==> src/rtl/regfile_wb_arbiter.sv <==
// ============================================================================
// Module : regfile_wb_arbiter
// Brief  : Round-robin arbiter sharing the regfile write port between the ALU
//          and load writeback paths, with pending-write hazard queries.
// Rev    : 1.0 - initial release
// ============================================================================
`default_nettype none

module regfile_wb_arbiter #(
  parameter int DATA_W = 32,
  parameter int ADDR_W = 5
) (
  input  logic              clk,
  input  logic              rst,
  input  logic              req0_valid,
  output logic              req0_ready,
  input  logic [ADDR_W-1:0] req0_addr,
  input  logic [DATA_W-1:0] req0_data,
  input  logic              req1_valid,
  output logic              req1_ready,
  input  logic [ADDR_W-1:0] req1_addr,
  input  logic [DATA_W-1:0] req1_data,
  output logic              rf_we,
  output logic [ADDR_W-1:0] rf_waddr,
  output logic [DATA_W-1:0] rf_wdata,
  input  logic [ADDR_W-1:0] q_addr1,
  output logic              q_hit1,
  input  logic [ADDR_W-1:0] q_addr2,
  output logic              q_hit2
);

  logic              last_grant_q, last_grant_d;
  logic              rf_we_q, rf_we_d;
  logic [ADDR_W-1:0] rf_waddr_q, rf_waddr_d;
  logic [DATA_W-1:0] rf_wdata_q, rf_wdata_d;

  logic              grant0, grant1;
  logic [ADDR_W-1:0] win_addr;
  logic [DATA_W-1:0] win_data;

  // last_grant_q == 1 means requester 0 has priority on the next contention.
  always_comb begin
    grant0 = 1'b0;
    grant1 = 1'b0;
    if (!rst) begin
      if (req0_valid && req1_valid) begin
        grant0 = last_grant_q;
        grant1 = ~last_grant_q;
      end else begin
        grant0 = req0_valid;
        grant1 = req1_valid;
      end
    end
  end

  always_comb begin
    win_addr     = grant1 ? req1_addr : req0_addr;
    win_data     = grant1 ? req1_data : req0_data;
    last_grant_d = last_grant_q;
    rf_we_d      = 1'b0;
    rf_waddr_d   = rf_waddr_q;
    rf_wdata_d   = rf_wdata_q;
    if (grant0 || grant1) begin
      last_grant_d = grant1;
      // x0 beats are accepted and steer last_grant but never write the regfile.
      rf_we_d      = (win_addr != '0);
      rf_waddr_d   = win_addr;
      rf_wdata_d   = win_data;
    end
  end

  always_ff @(posedge clk or posedge rst) begin
    if (rst) begin
      last_grant_q <= 1'b1;
      rf_we_q      <= 1'b0;
      rf_waddr_q   <= '0;
      rf_wdata_q   <= '0;
    end else begin
      last_grant_q <= last_grant_d;
      rf_we_q      <= rf_we_d;
      rf_waddr_q   <= rf_waddr_d;
      rf_wdata_q   <= rf_wdata_d;
    end
  end

  always_comb begin
    q_hit1 = 1'b0;
    q_hit2 = 1'b0;
    if (!rst) begin
      q_hit1 = (q_addr1 != '0) &&
               ((rf_we_q && (rf_waddr_q == q_addr1)) ||
                (req0_valid && (req0_addr == q_addr1)) ||
                (req1_valid && (req1_addr == q_addr1)));
      q_hit2 = (q_addr2 != '0) &&
               ((rf_we_q && (rf_waddr_q == q_addr2)) ||
                (req0_valid && (req0_addr == q_addr2)) ||
                (req1_valid && (req1_addr == q_addr2)));
    end
  end

  assign req0_ready = grant0;
  assign req1_ready = grant1;
  assign rf_we      = rf_we_q;
  assign rf_waddr   = rf_waddr_q;
  assign rf_wdata   = rf_wdata_q;

endmodule

`default_nettype wire

==> config.mk <==
export PLATFORM = sky130hd
export DESIGN_NAME = regfile_wb_arbiter
export DESIGN_NICKNAME = d
export VERILOG_FILES = /design/src/rtl/regfile_wb_arbiter.sv
export SDC_FILE = /design/constraint.sdc
export NUM_CORES = 1
export LEC_CHECK = 0
export BUFFER_PORTS_ARGS = -buffer_cell sky130_fd_sc_hd__buf_2
export CELL_PAD_IN_SITES_DETAIL_PLACEMENT = 0
export CELL_PAD_IN_SITES_GLOBAL_PLACEMENT = 1
export CORE_MARGIN = 10
export CORE_UTILIZATION = 33
export DETAILED_ROUTE_END_ITERATION = 10
export PLACE_DENSITY = 0.85
export SETUP_SLACK_MARGIN = 0.15
export SYNTH_ARGS = -nofsm -noshare
export SYNTH_HDL_FRONTEND = slang
export SYNTH_SLANG_ARGS = --single-unit
==> constraint.sdc <==
create_clock -name clk -period 3.35 [get_ports clk]
set_input_delay 0.1675 -clock clk [delete_from_list [all_inputs] [get_ports clk]]
set_output_delay 0.1675 -clock clk [all_outputs]
set_load 0.05 [all_outputs]
## Word-level counts from Yosys, hierarchy flattened

Index checks and enable logic that the tools add are counted.

- Bits in registers: 39
- Output and inout bits: 42
- Bits of input ports: 88
- Logic and storage cells: 37

- Reduce and logical (&&, ||, !) cells: 17
- Muxes and demuxes: 9
- Bitwise logic cells: 1
- Equality and inequality tests: 6

Operators with widths:

| kind | number |
|---|---|
| 2-to-1 mux 32 bit | 1 |
| equality test 5 bit | 6 |
| nonzero test 5 bit | 3 |
| logical AND 1 bit | 9 |
| 2-to-1 mux 1 bit | 7 |
| logical OR 1 bit | 5 |
| 2-to-1 mux 5 bit | 1 |
| NOT 1 bit | 1 |

## Longest topological paths before layout

Gate-level depths: netlist of the first run.

- Word-level depth: 6
- Gate-level depth with buffers: 6
- Mapped depth without buffers: 4

## Worst setup path before layout of the first run

No wires, ideal clock.

- Kind: input to output
- From: input port rst
- To: output port q_hit1
- Stages: 3
- Setup slack: 1.083 ns
- Data required time: 3.182 ns
- Data arrival time: 2.100 ns
- Buffers on the path: 0
- Cells stage by stage: inv_1 -> o21ai_0 -> a31oi_1

- Longest elaborated chain between the ends: 1

RTL lines:

| what | line | text |
|---|---|---|
| from (decl) | 14 | `input logic rst,` |
| 2-to-1 mux 1 bit | 89 | `if (!rst) begin` |
| to (decl) | 27 | `output logic q_hit1,` |

No other way between the ends.

## Final worst setup path of the first run

- From: input port rst
- To: register rf_we_q, in the netlist rf_we

- Longest elaborated chain between the ends: 4
- Elaborated cells on any way between the ends: 6
- Those cells by class: 4 x mux; 2 x reduce/logical

RTL lines:

| what | line | text |
|---|---|---|
| 2-to-1 mux 1 bit | 45 | `if (!rst) begin` |
| 2-to-1 mux 5 bit | 57 | `win_addr = grant1 ? req1_addr : req0_addr;` |
| nonzero test 5 bit | 66 | `rf_we_d = (win_addr != '0);` |
| 2-to-1 mux 1 bit * | 63 | `if (grant0 \|\| grant1) begin` |
| net rf_we_d | 33 | `logic rf_we_q, rf_we_d;` |
| to (signal assigned) | 80 | `rf_we_q <= rf_we_d;` |
| to (decl) | 33 |  |

The timed path passes the listed nets; every way through them passes the cells marked *.
A chain may end at the register's enable or synchronous reset.

==> results.toml, run 1 <==
[floorplanning]
die_y_um = 101
dieArea_sq_um = 10300
coreArea_sq_um = 6390
std_cell_rows = 29
start_util = 0.342
num_io_pins = 130
die_x_um = 101

[synth]
synthArstFlopShare = 1.00
synth-seq-area-share = 0.447
synth_top_area_share = 0.435
syn_area_sq_um = 2190
yosysTopAreaCell = "dfrtp_1"
synth.ff_latch_count = 39
syn_inst = 221
synth.distinct_cells = 23
syn-num-nets = 309
yosysMostFrequentCell = "dfrtp_1"
synthTopCellsByCount = "dfrtp_1, mux2i_1, nand2_1, o21ai_1, xor2_1"
synth-warning-count = 0
synth_ff_type = "dfrtp_1"
synth_area_per_cell_sq_um = 9.89
synth-edff-count = 0
synth.area.top_cells = "dfrtp_1, mux2i_1, xor2_1, o21ai_1, nand2_1"

[route]
avgViaCountPerCell = 4.82
ant_nets = 0
vias = 2061
drc = 0
wirelength_mm = 6.91
drtIter0Drc = 68
routedWlPerCell_um = 16.1
firstDrtPassIters = 4

[sta]
maxSlewHeadroom = 0.441
finalMaxSlewViolations = 0
max_freq_ghz = 0.464
setup_viol = 0
rsz0062_at_grt = "false"
skew_ns = 0.00555
hold_violations = 0
tightestPinTransition_ns = 0.836
setup_ws_ns = 1.20
tns_ns = 0
period_share = 0.643
fin_crit_ns = 2.15

[place]
dpl-instance-area_sq_um = 2900
placed_cells = 419
port_buffers = 129
place_congestion = 0.932
place_ws_ns = 1.37
dpl.hpwl_mm = 5.62

[power]
powerDensity_nw_per_um2 = 474
power_frac_clock = 0.211
seqPwrFrac = 0.406
power_switching_w = 0.000579
p_comb_frac = 0.383
p_leak_nw = 1.49
ir_worst_vdd_uv = 209
switching_share = 0.408
p_int_w = 0.000840

[clocking]
cts_tree = "yes"
cts_buffer_depth = 2
postCtsSetupBuffers = 0
clock-sinks = 39
cts_root_buf = "clkbuf_8"
clkSlewWorstSetupHoldPaths_ns = 0.07
insertion_delay_ns = 0.28
htree_levels = 2
cts_buffers = 5

[worst_setup_path]
critPathLaunchType = "primary input"
arrival_ns = 2.34
path_max_fanout = 15
worstSetupEndpointType = "flip-flop"
crit_type = "in -> reg"
r2r_slack_ns = 1.36
cp.required_ns = 3.53

[cells_and_area]
final_nets = 438
fin_cells = 428
utilization = 0.469
drive_gt1_frac = 0.407
diodes = 0
regArea_sq_um = 977
multi_input_area_sq_um = 1150
area_growth_pct = 36.9
nFillCells = 662
finalInstanceArea_sq_um = 2990

[global_route]
grt_pass1_wl_mm = 11.0
grt_start_max_net_pins = 46
first_global_vias = 2252
antenna_found_initial = 0
overflow = 0
grt_usage = 0.131

[worst_hold_path]
hold_path.class = "in -> reg"

[run]
max_cap_violations = 0

[outcome]
status = "complete, no violations"
registers in the layout (all words and copies together), names as in the netlist:
name	count
last_grant_q	1
rf_waddr	5
rf_wdata	32
rf_we	1
per-stage QoR:
step | power [W] | hold WS (ns)
floorplan | 0.000958 | 0.350
global placement | 0.00113 | 0.254
detailed placement | 0.00114 | 0.253
CTS | 0.00144 | 0.145
global route | 0.00151 | 0.155
finish | 0.00142 | 0.154
layer usage:
metal  routed length, um  track usage  up-vias
li1                    -            -     1026
met1                2950        0.154      948
met2                3240        0.213       81
met3                 672       0.0572        6
met4                  44       0.0311        0
met5                   0            0        -
cell type report:
type                       instances  area share
multi-input combinational        168       0.383
sequential                        39       0.327
timing repair buffer             134       0.229
tap                               77      0.0322
clock buffer                       8      0.0268
inverter                           2     0.00251
cells by family after synthesis:
group / synth area share
AO/OA/AOI/OAI: 0.118
XOR/XNOR: 0.120
buffers and inverters: 0.0338
flip-flops: 0.447
multiplexers: 0.169
AND/OR/NAND/NOR: 0.111
layout by cell type (no fill, tap or decap), types with 2 or more instances in the layout:
cell      synthesis  routed
nand2_1          37      37
nor2_1            2       2
xor2_1           24      24
buf_2             5     129
clkbuf_8          0       5
nor4_1            7       7
buf_4             3       4
dfrtp_1          38      38
o21ai_0           3       2
clkbuf_1          3       3
xnor2_1           6       6
nand3_1           6       6
a31oi_1           2       2
mux2i_1          37      37
or4_1             3       3
inv_2             1       2
o21ai_1          37      37
repair_timing:
action / 4_1_cts / 5_1_grt
resized for setup: 0 / 0
hold endpoints to repair: 16 / 0
endpoints found under the setup margin: 0 / 0
hold buffers: 1 / 0
path summary, 6_finish.rpt:
kind                                           from  cells past startpoint                       end
min                                    req1_data[3]                      3   rf_wdata[3]$_DFFE_PP0P_
max                                             rst                      6           rf_we$_DFF_PP0_
min reg2reg                 rf_wdata[6]$_DFFE_PP0P_                      2   rf_wdata[6]$_DFFE_PP0P_
max in group asynchronous                       rst                      4  rf_wdata[11]$_DFFE_PP0P_
min in group asynchronous                       rst                      3   rf_waddr[1]$_DFFE_PP0P_
max reg2reg                last_grant_q$_DFFE_PP1P_                      4           rf_we$_DFF_PP0_
worst max-delay path, stage by stage:
cell           delay, ns
dlygate4sd3_1       0.54
buf_2               0.15
a211oi_4            0.71
buf_4               0.41
nor4_1              0.08
a221oi_1            0.27
power by group through the flow:
stage               sequential (W)  combinational (W)  clock, W
floorplan                 0.000798           0.000160         0
global placement          0.000584           0.000543         0
detailed placement        0.000585           0.000550         0
CTS                       0.000577           0.000551  0.000310
global route              0.000585           0.000584  0.000336
finish                    0.000577           0.000543  0.000300
No activity file was read; power rests on OpenSTA's default activity.
==> inputs of run 2 (changes only) <==
--- a/config.mk
+++ b/config.mk
@@ -9,9 +9,9 @@
 export CELL_PAD_IN_SITES_DETAIL_PLACEMENT = 0
 export CELL_PAD_IN_SITES_GLOBAL_PLACEMENT = 1
 export CORE_MARGIN = 10
-export CORE_UTILIZATION = 33
+export CORE_UTILIZATION = 31
 export DETAILED_ROUTE_END_ITERATION = 10
-export PLACE_DENSITY = 0.85
+export PLACE_DENSITY = 0.8
 export SETUP_SLACK_MARGIN = 0.15
 export SYNTH_ARGS = -nofsm -noshare
 export SYNTH_HDL_FRONTEND = slang
==> constraint.sdc (replaced) <==
create_clock -name clk -period 2.2 [get_ports clk]
set_input_delay 0.11 -clock clk [delete_from_list [all_inputs] [get_ports clk]]
set_output_delay 0.11 -clock clk [all_outputs]
set_load 0.05 [all_outputs]
==> results.toml, run 2 (same netlist as run 1, synthesis figures left out) <==
[sta]
hold_violations = 0
setup_ws_ns = 0.303
tightestPinTransition_ns = 0.888
setup_viol = 0
period_share = 0.862
max_freq_ghz = 0.527
holdWs_ns = 0.0559
tns_ns = 0
fin_crit_ns = 1.90
skew_ns = 0.0125
maxSlewHeadroom = 0.406
finalMaxSlewViolations = 0
rsz0062_at_grt = "false"

[power]
powerDensity_nw_per_um2 = 717
ir_worst_vdd_uv = 280
p_leak_nw = 1.51

[route]
drtIter0Drc = 53
firstDrtPassIters = 4
avgViaCountPerCell = 4.59
ant_nets = 0
drc = 0
wirelength_mm = 6.69
vias = 2056
routedWlPerCell_um = 14.9

[cells_and_area]
final_common_cell = "buf_2"
final_nets = 439
final_cell_mix = "buf_2, dfrtp_1, mux2i_1, nand2_1, o21ai_1"
multi_input_area_sq_um = 1160
drive_gt1_frac = 0.420
area_growth_pct = 41.0
nFillCells = 686
regArea_sq_um = 977
fin_cells = 448
diodes = 0
largest_reg_flops = 32

[outcome]
status = "complete, no violations"

[place]
placed_cells = 439
place_congestion = 0.867
dpl.hpwl_mm = 5.44
place_ws_ns = 0.588
port_buffers = 129

[worst_setup_path]
crit_type = "reg -> out"
r2r_slack_ns = 0.58
worst_r2r_path_depth = 4
crit_path_end = "q_hit1"
worstSetupEndpointType = "output port"
arrival_ns = 1.79
reg2reg_to = "rf_we$_DFF_PP0_"
crit-reg2reg-launch = "last_grant_q$_DFFE_PP1P_"
path_max_fanout = 4
cp.required_ns = 2.09
critical_path.startpoint = "rf_waddr[3]$_DFFE_PP0P_"
critPathLaunchType = "flip-flop"

[floorplanning]
die_x_um = 104
die_y_um = 104
dieArea_sq_um = 10800
num_io_pins = 130
start_util = 0.320
std_cell_rows = 30
coreArea_sq_um = 6830

[worst_hold_path]
hold_path.class = "in -> async"

[clocking]
insertion_delay_ns = 0.29
clkSlewWorstSetupHoldPaths_ns = 0.08
htree_levels = 2
cts_tree = "yes"
cts_buffers = 5
cts_root_buf = "clkbuf_8"
clock-sinks = 39
cts_buffer_depth = 2

[global_route]
first_global_vias = 2305
overflow = 0
grt_usage = 0.123
grt_pass1_wl_mm = 11.2
antenna_found_initial = 0
grt_start_max_net_pins = 40

[run]
max_cap_violations = 0
run 2: worst min path at each step:
stage | endpoint | cells past startpoint | slack, ns | start
after floorplan | rf_waddr[0]$_DFFE_PP0P_ | 1 | 0.1 | rst
after global placement | rf_wdata[17]$_DFFE_PP0P_ | 2 | 0.07 | rst
after detailed placement | rf_wdata[17]$_DFFE_PP0P_ | 2 | 0.07 | rst
after CTS | rf_wdata[12]$_DFFE_PP0P_ | 3 | 0.08 | rst
after global routing | rf_wdata[11]$_DFFE_PP0P_ | 3 | 0.08 | req0_data[11]
final | rf_we$_DFF_PP0_ | 3 | 0.06 | rst
run 2: layout make-up:
cell class                      count  share of cell area
Timing Repair Buffer              135               0.234
Multi-Input combinational cell    168               0.376
Inverter                            2             0.00365
Clock inverter                      1             0.00284
Clock buffer                        7              0.0280
Sequential cell                    39               0.317
Tap cell                           96              0.0390
run 2: timing repair:
action / in CTS / in global routing
endpoints found under the setup margin: 0 / 1
hold buffers: 1 / 0
hold endpoints to repair: 4 / 0
resized for setup: 0 / 1
buffers inserted: 0 / 0
run 2: per-stage QoR:
stage / utilization / power (W) / instance area, sq um
2_1_floorplan: - / 0.00146 / 2200
3_3_place_gp: 0.436 / 0.00173 / 2980
3_5_place_dp: 0.436 / 0.00174 / 2980
4_1_cts: 0.451 / 0.00225 / 3080
5_1_grt: 0.451 / 0.00235 / 3080
6_report: 0.451 / 0.00221 / 3080
run 2: power breakdown:
group / leakage [nW] / switching, W / internal (W)
combinational: 0.986 / 0.000586 / 0.000249
clock: 0.0484 / 0.000244 / 0.000257
sequential: 0.477 / 0.0000623 / 0.000813
run 2: per-layer routing:
layer / vias up / track usage / wire length, um / share of wire
met2: 83 / 0.203 / 3190 / 0.48
met1: 937 / 0.147 / 2960 / 0.44
met5: - / 0 / 0 / 0
met4: 0 / 0.0308 / 34 / 0.0051
met3: 4 / 0.0452 / 508 / 0.076
li1: 1032 / - / - / -
run 2: critical path: stages, from the launching register on:
cell and delay, ns:
dfrtp_1 0.44, xor2_1 0.18, nor4_1 0.29, nand3_1 0.14
a31oi_2 0.18, buf_2 0.28
==> inputs of run 3 (changes only) <==
--- a/config.mk
+++ b/config.mk
@@ -12,6 +12,7 @@
 export CORE_UTILIZATION = 31
 export DETAILED_ROUTE_END_ITERATION = 10
 export PLACE_DENSITY = 0.8
+export RECOVER_POWER = 100
 export SETUP_SLACK_MARGIN = 0.15
 export SYNTH_ARGS = -nofsm -noshare
 export SYNTH_HDL_FRONTEND = slang
==> results.toml, run 3 (same netlist as run 1, synthesis figures left out) <==
[floorplanning]
start_util = 0.320
dieArea_sq_um = 10800
num_io_pins = 130
die_x_um = 104
std_cell_rows = 30
die_y_um = 104
coreArea_sq_um = 6830

[sta]
maxSlewHeadroom = 0.406
period_share = 0.872
tns_ns = 0
tightestPinTransition_ns = 0.890
rsz0062_at_grt = "false"
finalMaxSlewViolations = 0
fin_crit_ns = 1.92
max_freq_ghz = 0.522
hold_violations = 0
skew_ns = 0.0119
setup_viol = 0

[cells_and_area]
nFillCells = 701
fin_cells = 448
area_growth_pct = 38.4
utilization = 0.443
final_nets = 439
largest_reg_flops = 32
final_cell_mix = "buf_2, clkbuf_1, dfrtp_1"
final_common_cell = "buf_2"
diodes = 0
drive_gt1_frac = 0.307

[global_route]
grt_pass1_wl_mm = 11.2
first_global_vias = 2305
antenna_found_initial = 0
overflow = 0
grt_usage = 0.123
grt_start_max_net_pins = 40

[worst_setup_path]
critPathLaunchType = "flip-flop"
path_cells = "xor2_1 > nor4_1 > nand3_1 > a31oi_2 > clkbuf_2"
cp_top_family = "simple AND/OR/NAND/NOR gates"
critPathSlowestCell = "dfrtp_1"
worstSetupEndpointType = "output port"
max_stage_delay_ns = 0.43
arrival_ns = 1.81
crit_type = "reg -> out"
cp_num_buf_inv = 1
cp.required_ns = 2.09
path_max_fanout = 4

[clocking]
postCtsSetupBuffers = 0
insertion_delay_ns = 0.29
cts_buffer_depth = 2
clock-sinks = 39
clkSlewWorstSetupHoldPaths_ns = 0.08
cts_root_buf = "clkbuf_8"
cts_tree = "yes"
htree_levels = 2
cts_buffers = 5

[place]
dpl.hpwl_mm = 5.44
place_congestion = 0.867
placed_cells = 439
port_buffers = 129

[worst_hold_path]
hold_path.class = "in -> reg"

[route]
ant_nets = 0
routedWlPerCell_um = 14.9
vias = 2050
firstDrtPassIters = 4
drc = 0
avgViaCountPerCell = 4.58
wirelength_mm = 6.69
drtIter0Drc = 55

[outcome]
status = "complete, no violations"

[power]
powerDensity_nw_per_um2 = 717
p_leak_nw = 1.38
ir_worst_vdd_uv = 275

[run]
max_cap_violations = 0
==> run 3: changes by cell type in the layout (fill, tap and decap cells not counted), sizes merged <==
cell,previous run,this run
clkbuf,8,52
buf,133,89
==> run 3: worst paths after layout <==
path / from / end / slack, ns / cells after the start
setup / recovery: rf_waddr[2]$_DFFE_PP0P_ / q_hit1 / 0.28 / 5
hold / removal: req0_data[11] / rf_wdata[11]$_DFFE_PP0P_ / 0.09 / 3
setup reg to reg: last_grant_q$_DFFE_PP1P_ / rf_wdata[7]$_DFFE_PP0P_ / 0.43 / 4
hold reg to reg: rf_wdata[5]$_DFFE_PP0P_ / rf_wdata[5]$_DFFE_PP0P_ / 0.48 / 2
max in group asynchronous: rst / rf_waddr[3]$_DFFE_PP0P_ / 1.31 / 3
min in group asynchronous: rst / rf_we$_DFF_PP0_ / 0.32 / 3
==> run 3: routing by layer <==
metal,part of all wire,track usage,wire [um],vias to the layer above
met3,0.073,0.0452,485,4
met2,0.48,0.203,3210,81
met5,0,0,0,-
met1,0.44,0.147,2960,932
met4,0.0051,0.0308,34,0
li1,-,-,-,1033
==> run 3: metrics by stage <==
stage / cell area, sq um / power, W / hold slack (ns) / worst slack, ns
after CTS: 3080 / 0.00225 / 0.0758 / 0.282
after global routing: 3020 / 0.00231 / 0.0785 / 0.0897
final: 3020 / 0.00217 / 0.0882 / 0.283
after global placement: 2980 / 0.00173 / 0.0668 / 0.616
after detailed placement: 2980 / 0.00174 / 0.0709 / 0.588
after floorplan: 2200 / 0.00146 / 0.0952 / 0.291
==> run 3: what timing repair did <==
item                                   in CTS  in global routing
endpoints found under the hold margin       4                  0
setup endpoints to repair                   0                  1
hold buffers                                1                  0
gates resized for setup                     0                  1
==> run 3: layout make-up <==
type / count / area, sq um / area share
Clock buffer: 7 / 86.3 / 0.0285
Clock inverter: 1 / 8.76 / 0.00290
Inverter: 2 / 8.76 / 0.00290
Sequential cell: 39 / 977 / 0.323
Multi-Input combinational cell: 168 / 1160 / 0.383
Timing Repair Buffer: 135 / 664 / 0.220
Tap cell: 96 / 120 / 0.0397
==> run 3: worst min-delay path: cells and delay by family <==
kind	cells	cell delay (ns)
AO/OA/AOI/OAI	1	0.10
buffers and inverters	1	0.07
multiplexers	1	0.05
==> run 3: power breakdown <==
| group | switching (W) | internal, W | total (W) | leakage [nW] |
|---|---|---|---|---|
| clock network | 0.000241 | 0.000257 | 0.000498 | 0.0484 |
| registers | 0.0000649 | 0.000813 | 0.000877 | 0.477 |
| logic | 0.000579 | 0.000214 | 0.000792 | 0.860 |
